$ cat config.mk
export PLATFORM = sky130hd
export DESIGN_NAME = adder_arbiter
export DESIGN_NICKNAME = d
export VERILOG_FILES = /design/src/rtl/adder_arbiter_pkg.sv /design/src/rtl/adder.sv /design/src/rtl/rr_arbiter.sv /design/src/rtl/adder_arbiter.sv
export SDC_FILE = /design/constraint.sdc
export NUM_CORES = 1
export LEC_CHECK = 0
export CAP_MARGIN = 40
export CORE_MARGIN = 5
export CORE_UTILIZATION = 43
export DETAILED_ROUTE_END_ITERATION = 7
export PLACE_DENSITY = 0.89
export SLEW_MARGIN = 0
export SYNTH_ARGS = -nofsm -noshare
export SYNTH_HDL_FRONTEND = slang
export SYNTH_SLANG_ARGS = --single-unit
export TNS_END_PERCENT = 1
$ cat constraint.sdc
create_clock -name clk -period 2.98 [get_ports clk]
set_input_delay 0.447 -clock clk [delete_from_list [all_inputs] [get_ports clk]]
set_output_delay 0.447 -clock clk [all_outputs]
set_load 0.01 [all_outputs]
$ cat src/rtl/adder_arbiter_pkg.sv
// rtl/adder_arbiter_pkg.sv - shared constants and helpers for the adder arbiter
package adder_arbiter_pkg;

  localparam int DEF_N_REQ = 4;

  // Fixed-point formats as (N_BITS, BIN_PT, SIGNED) triples
  localparam int FMT_A_N_BITS   = 3;
  localparam int FMT_A_BIN_PT   = 1;
  localparam int FMT_A_SIGNED   = 1;
  localparam int FMT_B_N_BITS   = 4;
  localparam int FMT_B_BIN_PT   = 3;
  localparam int FMT_B_SIGNED   = 0;
  localparam int FMT_OUT_N_BITS = 6;
  localparam int FMT_OUT_BIN_PT = 3;

  function automatic int clog2(input int value);
    int r;
    r = 0;
    while ((1 << r) < value) r++;
    return r;
  endfunction

endpackage

$ cat src/rtl/adder.sv
// rtl/adder.sv - fixed-point adder: aligns binary points, extends, wraps to output format
module adder #(
  parameter int N_BITS_A   = 3,
  parameter int BIN_PT_A   = 1,
  parameter int SIGNED_A   = 1,
  parameter int N_BITS_B   = 4,
  parameter int BIN_PT_B   = 3,
  parameter int SIGNED_B   = 0,
  parameter int N_BITS_OUT = 6,
  parameter int BIN_PT_OUT = 3
) (
  input  logic [N_BITS_A-1:0]   a,
  input  logic [N_BITS_B-1:0]   b,
  output logic [N_BITS_OUT-1:0] sum
);

  localparam int BP_IN  = (BIN_PT_A > BIN_PT_B) ? BIN_PT_A : BIN_PT_B;
  localparam int BP     = (BP_IN > BIN_PT_OUT) ? BP_IN : BIN_PT_OUT;
  localparam int WI     = N_BITS_A + N_BITS_B + N_BITS_OUT + BP + 2;
  localparam int SH_A   = BP - BIN_PT_A;
  localparam int SH_B   = BP - BIN_PT_B;
  localparam int SH_OUT = BP - BIN_PT_OUT;

  logic [WI-1:0] a_ext;
  logic [WI-1:0] b_ext;
  logic [WI-1:0] total;

  always_comb begin
    if (SIGNED_A != 0) a_ext = WI'($signed(a));
    else               a_ext = WI'(a);
    if (SIGNED_B != 0) b_ext = WI'($signed(b));
    else               b_ext = WI'(b);
    total = (a_ext << SH_A) + (b_ext << SH_B);
    // Extra fractional bits are truncated toward -inf; integer overflow wraps
    sum = N_BITS_OUT'($signed(total) >>> SH_OUT);
  end

endmodule

$ cat src/rtl/rr_arbiter.sv
// rtl/rr_arbiter.sv - round-robin arbiter with internal rotating priority pointer
module rr_arbiter #(
  parameter int N_REQ = 4,
  parameter int ID_W  = 2
) (
  input  logic             clk,
  input  logic             rst,
  input  logic [N_REQ-1:0] req,
  output logic [N_REQ-1:0] grant,
  output logic [ID_W-1:0]  grant_idx,
  output logic             grant_valid
);

  logic [ID_W-1:0] ptr;
  logic            found;
  logic [ID_W-1:0] pick;

  always_comb begin
    found = 1'b0;
    pick  = '0;
    for (int k = 0; k < N_REQ; k++) begin
      if (!found && req[(int'(ptr) + k) % N_REQ]) begin
        found = 1'b1;
        pick  = ID_W'((int'(ptr) + k) % N_REQ);
      end
    end
  end

  always_comb begin
    grant_valid = found && !rst;
    grant_idx   = pick;
    grant       = '0;
    if (grant_valid) grant[pick] = 1'b1;
  end

  always_ff @(posedge clk) begin
    if (rst) begin
      ptr <= '0;
    end else if (grant_valid) begin
      ptr <= (pick == ID_W'(N_REQ - 1)) ? '0 : pick + 1'b1;
    end
  end

endmodule

$ cat src/rtl/adder_arbiter.sv
// rtl/adder_arbiter.sv - shares one fixed-point adder among N_REQ round-robin requesters
module adder_arbiter
  import adder_arbiter_pkg::*;
#(
  parameter int N_REQ      = DEF_N_REQ,
  parameter int ID_W       = clog2(N_REQ),
  parameter int N_BITS_A   = FMT_A_N_BITS,
  parameter int BIN_PT_A   = FMT_A_BIN_PT,
  parameter int SIGNED_A   = FMT_A_SIGNED,
  parameter int N_BITS_B   = FMT_B_N_BITS,
  parameter int BIN_PT_B   = FMT_B_BIN_PT,
  parameter int SIGNED_B   = FMT_B_SIGNED,
  parameter int N_BITS_OUT = FMT_OUT_N_BITS,
  parameter int BIN_PT_OUT = FMT_OUT_BIN_PT
) (
  input  logic                      clk,
  input  logic                      rst,
  input  logic [N_REQ-1:0]          req,
  input  logic [N_REQ*N_BITS_A-1:0] a_in,
  input  logic [N_REQ*N_BITS_B-1:0] b_in,
  output logic [N_REQ-1:0]          ack,
  output logic [N_BITS_OUT-1:0]     sum_out,
  output logic                      sum_valid,
  output logic [ID_W-1:0]           sum_id
);

  logic [ID_W-1:0]       grant_idx;
  logic                  grant_valid;
  logic [N_BITS_A-1:0]   a1;
  logic [N_BITS_B-1:0]   b1;
  logic [ID_W-1:0]       id1;
  logic                  v1;
  logic [N_BITS_OUT-1:0] sum_comb;

  rr_arbiter #(
    .N_REQ (N_REQ),
    .ID_W  (ID_W)
  ) u_arb (
    .clk         (clk),
    .rst         (rst),
    .req         (req),
    .grant       (ack),
    .grant_idx   (grant_idx),
    .grant_valid (grant_valid)
  );

  // Operand register; payload holds when idle since v1 qualifies it
  always_ff @(posedge clk) begin
    if (rst) begin
      v1  <= 1'b0;
      id1 <= '0;
      a1  <= '0;
      b1  <= '0;
    end else begin
      v1 <= grant_valid;
      if (grant_valid) begin
        id1 <= grant_idx;
        a1  <= a_in[int'(grant_idx)*N_BITS_A +: N_BITS_A];
        b1  <= b_in[int'(grant_idx)*N_BITS_B +: N_BITS_B];
      end
    end
  end

  adder #(
    .N_BITS_A   (N_BITS_A),
    .BIN_PT_A   (BIN_PT_A),
    .SIGNED_A   (SIGNED_A),
    .N_BITS_B   (N_BITS_B),
    .BIN_PT_B   (BIN_PT_B),
    .SIGNED_B   (SIGNED_B),
    .N_BITS_OUT (N_BITS_OUT),
    .BIN_PT_OUT (BIN_PT_OUT)
  ) u_adder (
    .a   (a1),
    .b   (b1),
    .sum (sum_comb)
  );

  always_ff @(posedge clk) begin
    if (rst) begin
      sum_out   <= '0;
      sum_id    <= '0;
      sum_valid <= 1'b0;
    end else begin
      sum_out   <= sum_comb;
      sum_id    <= id1;
      sum_valid <= v1;
    end
  end

endmodule

* Yosys cells after proc, flatten, opt, wreduce, memory -nomap -nowiden *
Index checks and enable logic that the tools add are counted.

storage, ports and cells
  ROM bits = 0
  register bits = 21
  RAM bits = 0
  bits in latches = 0
  memories = 0

cells by class
  equality and inequality tests = 1
  reduce and logical (&&, ||, !) cells = 12
  bitwise gates (word level) = 3
  multiply operators = 1
  div/mod/pow operators = 0
  muxes and demuxes = 23
  shift operators = 2
  $add $sub $neg = 5
  order comparisons = 6

operators by type and width
  kind                                                                          number
  16-bit by 5-bit indexed part select with 4-bit output                         1
  3-bit by 4-bit less-than comparator with 1-bit output, second input constant  3
  1-bit two-way mux                                                             12
  12-bit by 5-bit indexed part select with 3-bit output                         1
  2-bit two-way mux                                                             5
  1-bit binary-select mux with 2-bit select                                     4
  5-bit by 5-bit adder with 6-bit output                                        1
  2-bit by 3-bit less-than comparator with 1-bit output, second input constant  2
  2-bit OR reduction                                                            3
  1-bit logical AND                                                             5
  2-bit by 1-bit adder with 2-bit output, second input constant                 2
  2-bit adder, second input constant                                            2
  1-bit zero test                                                               4
  2-bit by 2-bit multiplier with 4-bit output, second input constant            1
  4-bit two-way mux                                                             1
  1-bit bitwise AND, first input constant                                       3
  1-bit demux with 2-bit select                                                 1
  2-bit equality test, second input constant                                    1
  2-bit by 1-bit >= comparator with 1-bit output, second input constant         1

* Longest topological paths before layout *
  word-level depth = 19
  gate-level depth with buffers = 6
  depth with buffers taken out = 5

* Modules after synthesis *
Synthesis repeated with hierarchy kept, for this count alone.

unflattened totals
  cell total of the unflattened synthesis = 106
  area total of the unflattened synthesis = 1147.4 um2

by module, submodules not included
  module         instances  area each (um2)  cells an instance
  adder_arbiter  1          804.5            69
  rr_arbiter     1          257.7            29
  adder          1          85.1             8

* Worst setup path after synthesis *
Ideal clock, no wire load.

  kind = in2out
  from = input req[1]
  to = output ack[0]
  slack = 1.185 ns
  required time = 2.533 ns
  buffers on the path = 1
  arrival = 1.348 ns
  stages on the path = 5
  cells stage by stage = inv_1 -> a221oi_2 -> nor2_4 -> buf_6 -> and3_1

on the way
  longest elaborated chain between the ends = 17
  elaborated cells on any way between the ends = 32

ends and longest elaborated chain
  what                                                                                                                                           line                 text
  from (decl)                                                                                                                                    adder_arbiter.sv:18  input logic [N_REQ-1:0] req,
  1-bit binary-select mux with 2-bit select                                                                                                      rr_arbiter.sv:22     if (!found && req[(int'(ptr) + k) % N_REQ]) begin
  1-bit two-way mux (implied by the code)                                                                                                        rr_arbiter.sv:22
  1-bit two-way mux                                                                                                                              rr_arbiter.sv:22
  1-bit zero test                                                                                                                                rr_arbiter.sv:22
  1-bit logical AND                                                                                                                              rr_arbiter.sv:22
  1-bit two-way mux                                                                                                                              rr_arbiter.sv:22
  1-bit zero test                                                                                                                                rr_arbiter.sv:22
  1-bit logical AND                                                                                                                              rr_arbiter.sv:22
  1-bit two-way mux                                                                                                                              rr_arbiter.sv:22
  1-bit zero test                                                                                                                                rr_arbiter.sv:22
  1-bit logical AND                                                                                                                              rr_arbiter.sv:22
  2-bit two-way mux                                                                                                                              rr_arbiter.sv:22
  2-bit by 3-bit less-than comparator with 1-bit output (implied by the code) or 2-bit by 1-bit >= comparator with 1-bit output (tied branches)  rr_arbiter.sv:33     if (grant_valid) grant[pick] = 1'b1;
  1-bit logical AND (implied by the code)                                                                                                        rr_arbiter.sv:33
  1-bit two-way mux (implied by the code)                                                                                                        rr_arbiter.sv:33
  1-bit demux with 2-bit select                                                                                                                  -
  4-bit two-way mux (*)                                                                                                                          rr_arbiter.sv:33
  to (decl)                                                                                                                                      adder_arbiter.sv:21  output logic [N_REQ-1:0] ack,

Mark *: on every way between the ends. The rest lies on a longest branch, timed or not. The select of a mux whose other input is x is not followed.

* Worst setup path after layout *
  from = input req[0]
  to = output ack[3]

Same word-level chain as after synthesis.

==> results.json <==
{
  "via_per_inst": 5.29,
  "use_met1": 0.195,
  "io_pins": 47,
  "start_util": 0.459,
  "holdPathEnd": "sum_valid$_SDFF_PP0_",
  "powerDensity_nw_per_um2": 517,
  "synth_edf_count": 0,
  "min_period_over_period": 0.980,
  "r2r_end": "b1[2]$_SDFFE_PP0P_",
  "fmax_ghz": 0.342,
  "die_w_microns": 58.8,
  "yosysUniqueCellTypes": 32,
  "syn_inst": 102,
  "syn_nets": 139,
  "nets": 191,
  "status": "completed",
  "path_max_fanout": 6,
  "synthSimpleGateAreaFrac": 0.199,
  "ys_warn_count": 0,
  "synthFlopType": "dfxtp_1",
  "dpl.cell_count": 177,
  "hold_buffers": 0,
  "numCtsBuffers": 3,
  "gp_congestion": 0.827,
  "syn-cell-area_sq_um": 1020,
  "drtPass1Iterations": 4,
  "routedWlPerCell_microns": 15.3,
  "synthArstFlopShare": 0,
  "fin_crit_ns": 2.92,
  "grt_usage": 0.164,
  "dpl_cell_area_sq_um": 1530,
  "synth_compound_area_frac": 0.161,
  "setup_viol": 0,
  "slowest_stage": "clkdlybuf4s50_1",
  "fp.dieArea_sq_um": 3460,
  "p_leak_nw": 0.656,
  "synth_xor_area_frac": 0.0171,
  "finalPower_mw": 0.806,
  "cp.required_ns": 2.53,
  "grt_max_degree": 18,
  "ant_nets": 0,
  "htree_levels": 1,
  "fin_skew_ns": 0.00321,
  "ys_seq_elements": 21,
  "io_buffers": 46,
  "vias": 958,
  "syn2layout_area_growth_pct": 52.1,
  "min_path_cells": 1,
  "diodes": 0,
  "utilization": 0.698,
  "antenna_found_initial": 0,
  "cp_cell_sequence": "clkdlybuf4s50_1 > a21oi_1 > nor3_1 > or3_1 > nor2_1 > clkdlybuf4s50_1",
  "end_kind": "primary output",
  "ir_drop_uv": 298,
  "max_stage_delay_ns": 0.56,
  "critical_path_arrival_ns": 2.47,
  "critical_path_class": "primary input to primary output",
  "postCtsSetupBuffers": 0,
  "maxCapViolations": 0,
  "hold_viol": 0,
  "cts_buffer_depth": 2,
  "rsz0062_at_grt": "false",
  "min_path_type": "register to register",
  "worstMarginPinSlew_ns": 0.458,
  "cts-resized-gates": 0,
  "use_met2": 0.285,
  "pre_cts_slack_ns": 0.0953,
  "syn_avg_cell_area_sq_um": 10.0,
  "drc": 0,
  "r2r_cells": 5,
  "whs_ns": 0.459,
  "row_count": 17,
  "yosys-mux-area-fraction": 0.127,
  "clk_latency_ns": 0.31,
  "root_buffer": "clkbuf_4",
  "final_cell_mix": "45 x clkdlybuf4s50_1, 21 x dfxtp_1, 13 x mux2i_1, 7 x nor2b_1",
  "grt_pass1_wl_microns": 4410,
  "totalWireLength_microns": 2770,
  "cts.sinks": 21,
  "clkTransAtPathRegs_ns": 0.11,
  "relSlewSlack": 0.695,
  "grt_overflow": 0,
  "dpl.hpwl_microns": 2200,
  "core_sq_um": 2230,
  "final_common_cell": "clkdlybuf4s50_1",
  "top_usage_layer": "met2",
  "drtIter0Drc": 18,
  "yosysSeqAreaShare": 0.410,
  "worstSetupStartpointType": "primary input",
  "cts_tree": "built",
  "fin_cells": 181,
  "synth_top_family_by_area": "simple AND/OR/NAND/NOR gates",
  "crit_top_cell": "clkdlybuf4s50_1",
  "hp-start": "v1$_SDFF_PP0_",
  "drive_above_1_share": 0.0980,
  "grt_pass1_vias": 984,
  "post-route-cell-area_sq_um": 1560,
  "rr_startpoint": "u_arb.ptr[1]$_SDFFE_PP0P_",
  "setup_ws_ns": 0.0597,
  "die_y_microns": 58.8,
  "use_met3": 0.0417,
  "synth-adder-area-share": 0.0440,
  "setup-tns-final_ns": 0,
  "r2r_setup_slack_ns": 1.31,
  "drv_slew": 0
}
[worst max path at each step]
stage                 from     end  slack [ns]  cells past startpoint
finish              req[0]  ack[3]        0.06                      6
global route        req[0]  ack[3]       0.008                      6
CTS                 req[0]  ack[3]        0.09                      6
detailed placement  req[3]  ack[1]         0.1                      6
global placement    req[0]  ack[3]        0.16                      6
floorplan           req[1]  ack[0]        1.19                      5
[synthesized netlist by cell type, types with 3 or more instances]
cell type  count  share of area
a21oi_1        4          0.020
dfxtp_1       21           0.41
inv_1          4          0.015
mux2i_1       13           0.13
nand2_1        6          0.022
nand3b_1       4          0.029
nor2_1         5          0.018
nor2b_1        7          0.043
o21ai_0        3          0.015
o221ai_1       6          0.051
[per-layer routing]
layer / share of wire / routed length [microns] / vias up
li1: - / - / 469
met1: 0.41 / 1140 / 450
met2: 0.51 / 1400 / 33
met3: 0.061 / 169 / 6
met4: 0.018 / 51 / 0
met5: 0 / 0 / -
[critical path: cells and delay by family]
kind	cells	cell delay (ns)
AO/OA/AOI/OAI	1	0.21
buffers and inverters	2	1.10
AND/OR/NAND/NOR	3	0.72
[state kept, by name, summed over array words and instances, names as in the netlist]
register	cells
b1	4
sum_id	2
v1	1
u_arb.ptr	2
sum_valid	1
a1	3
id1	2
sum_out	6
[area by class of cell]
| cell class | count | area, sq um |
|---|---|---|
| well taps | 28 | 35.0 |
| fillers | 187 | 674 |
| flip-flops and latches | 21 | 420 |
| inverters | 6 | 22.5 |
| multi-input cells | 72 | 562 |
| repair buffers | 50 | 493 |
| clock buffers | 4 | 26.3 |
[cell families (layout without fill, tap and decap cells)]
logic type | after synthesis | in the layout
adders and majority gates | 3 | 3
xor gates and xnor gates | 2 | 2
DFF | 21 | 21
buffers and inverters | 9 | 60
muxes | 13 | 13
and+or+nand+nor | 33 | 33
AOI/OAI and AO/OA | 21 | 21
[power by group]
group | switching, mW | total, mW | internal [mW] | leakage (nW)
logic | 0.137 | 0.312 | 0.174 | 0.467
clock network | 0.0882 | 0.140 | 0.0522 | 0.0150
registers | 0.0245 | 0.354 | 0.330 | 0.174
(Power assumes the default switching activity.)
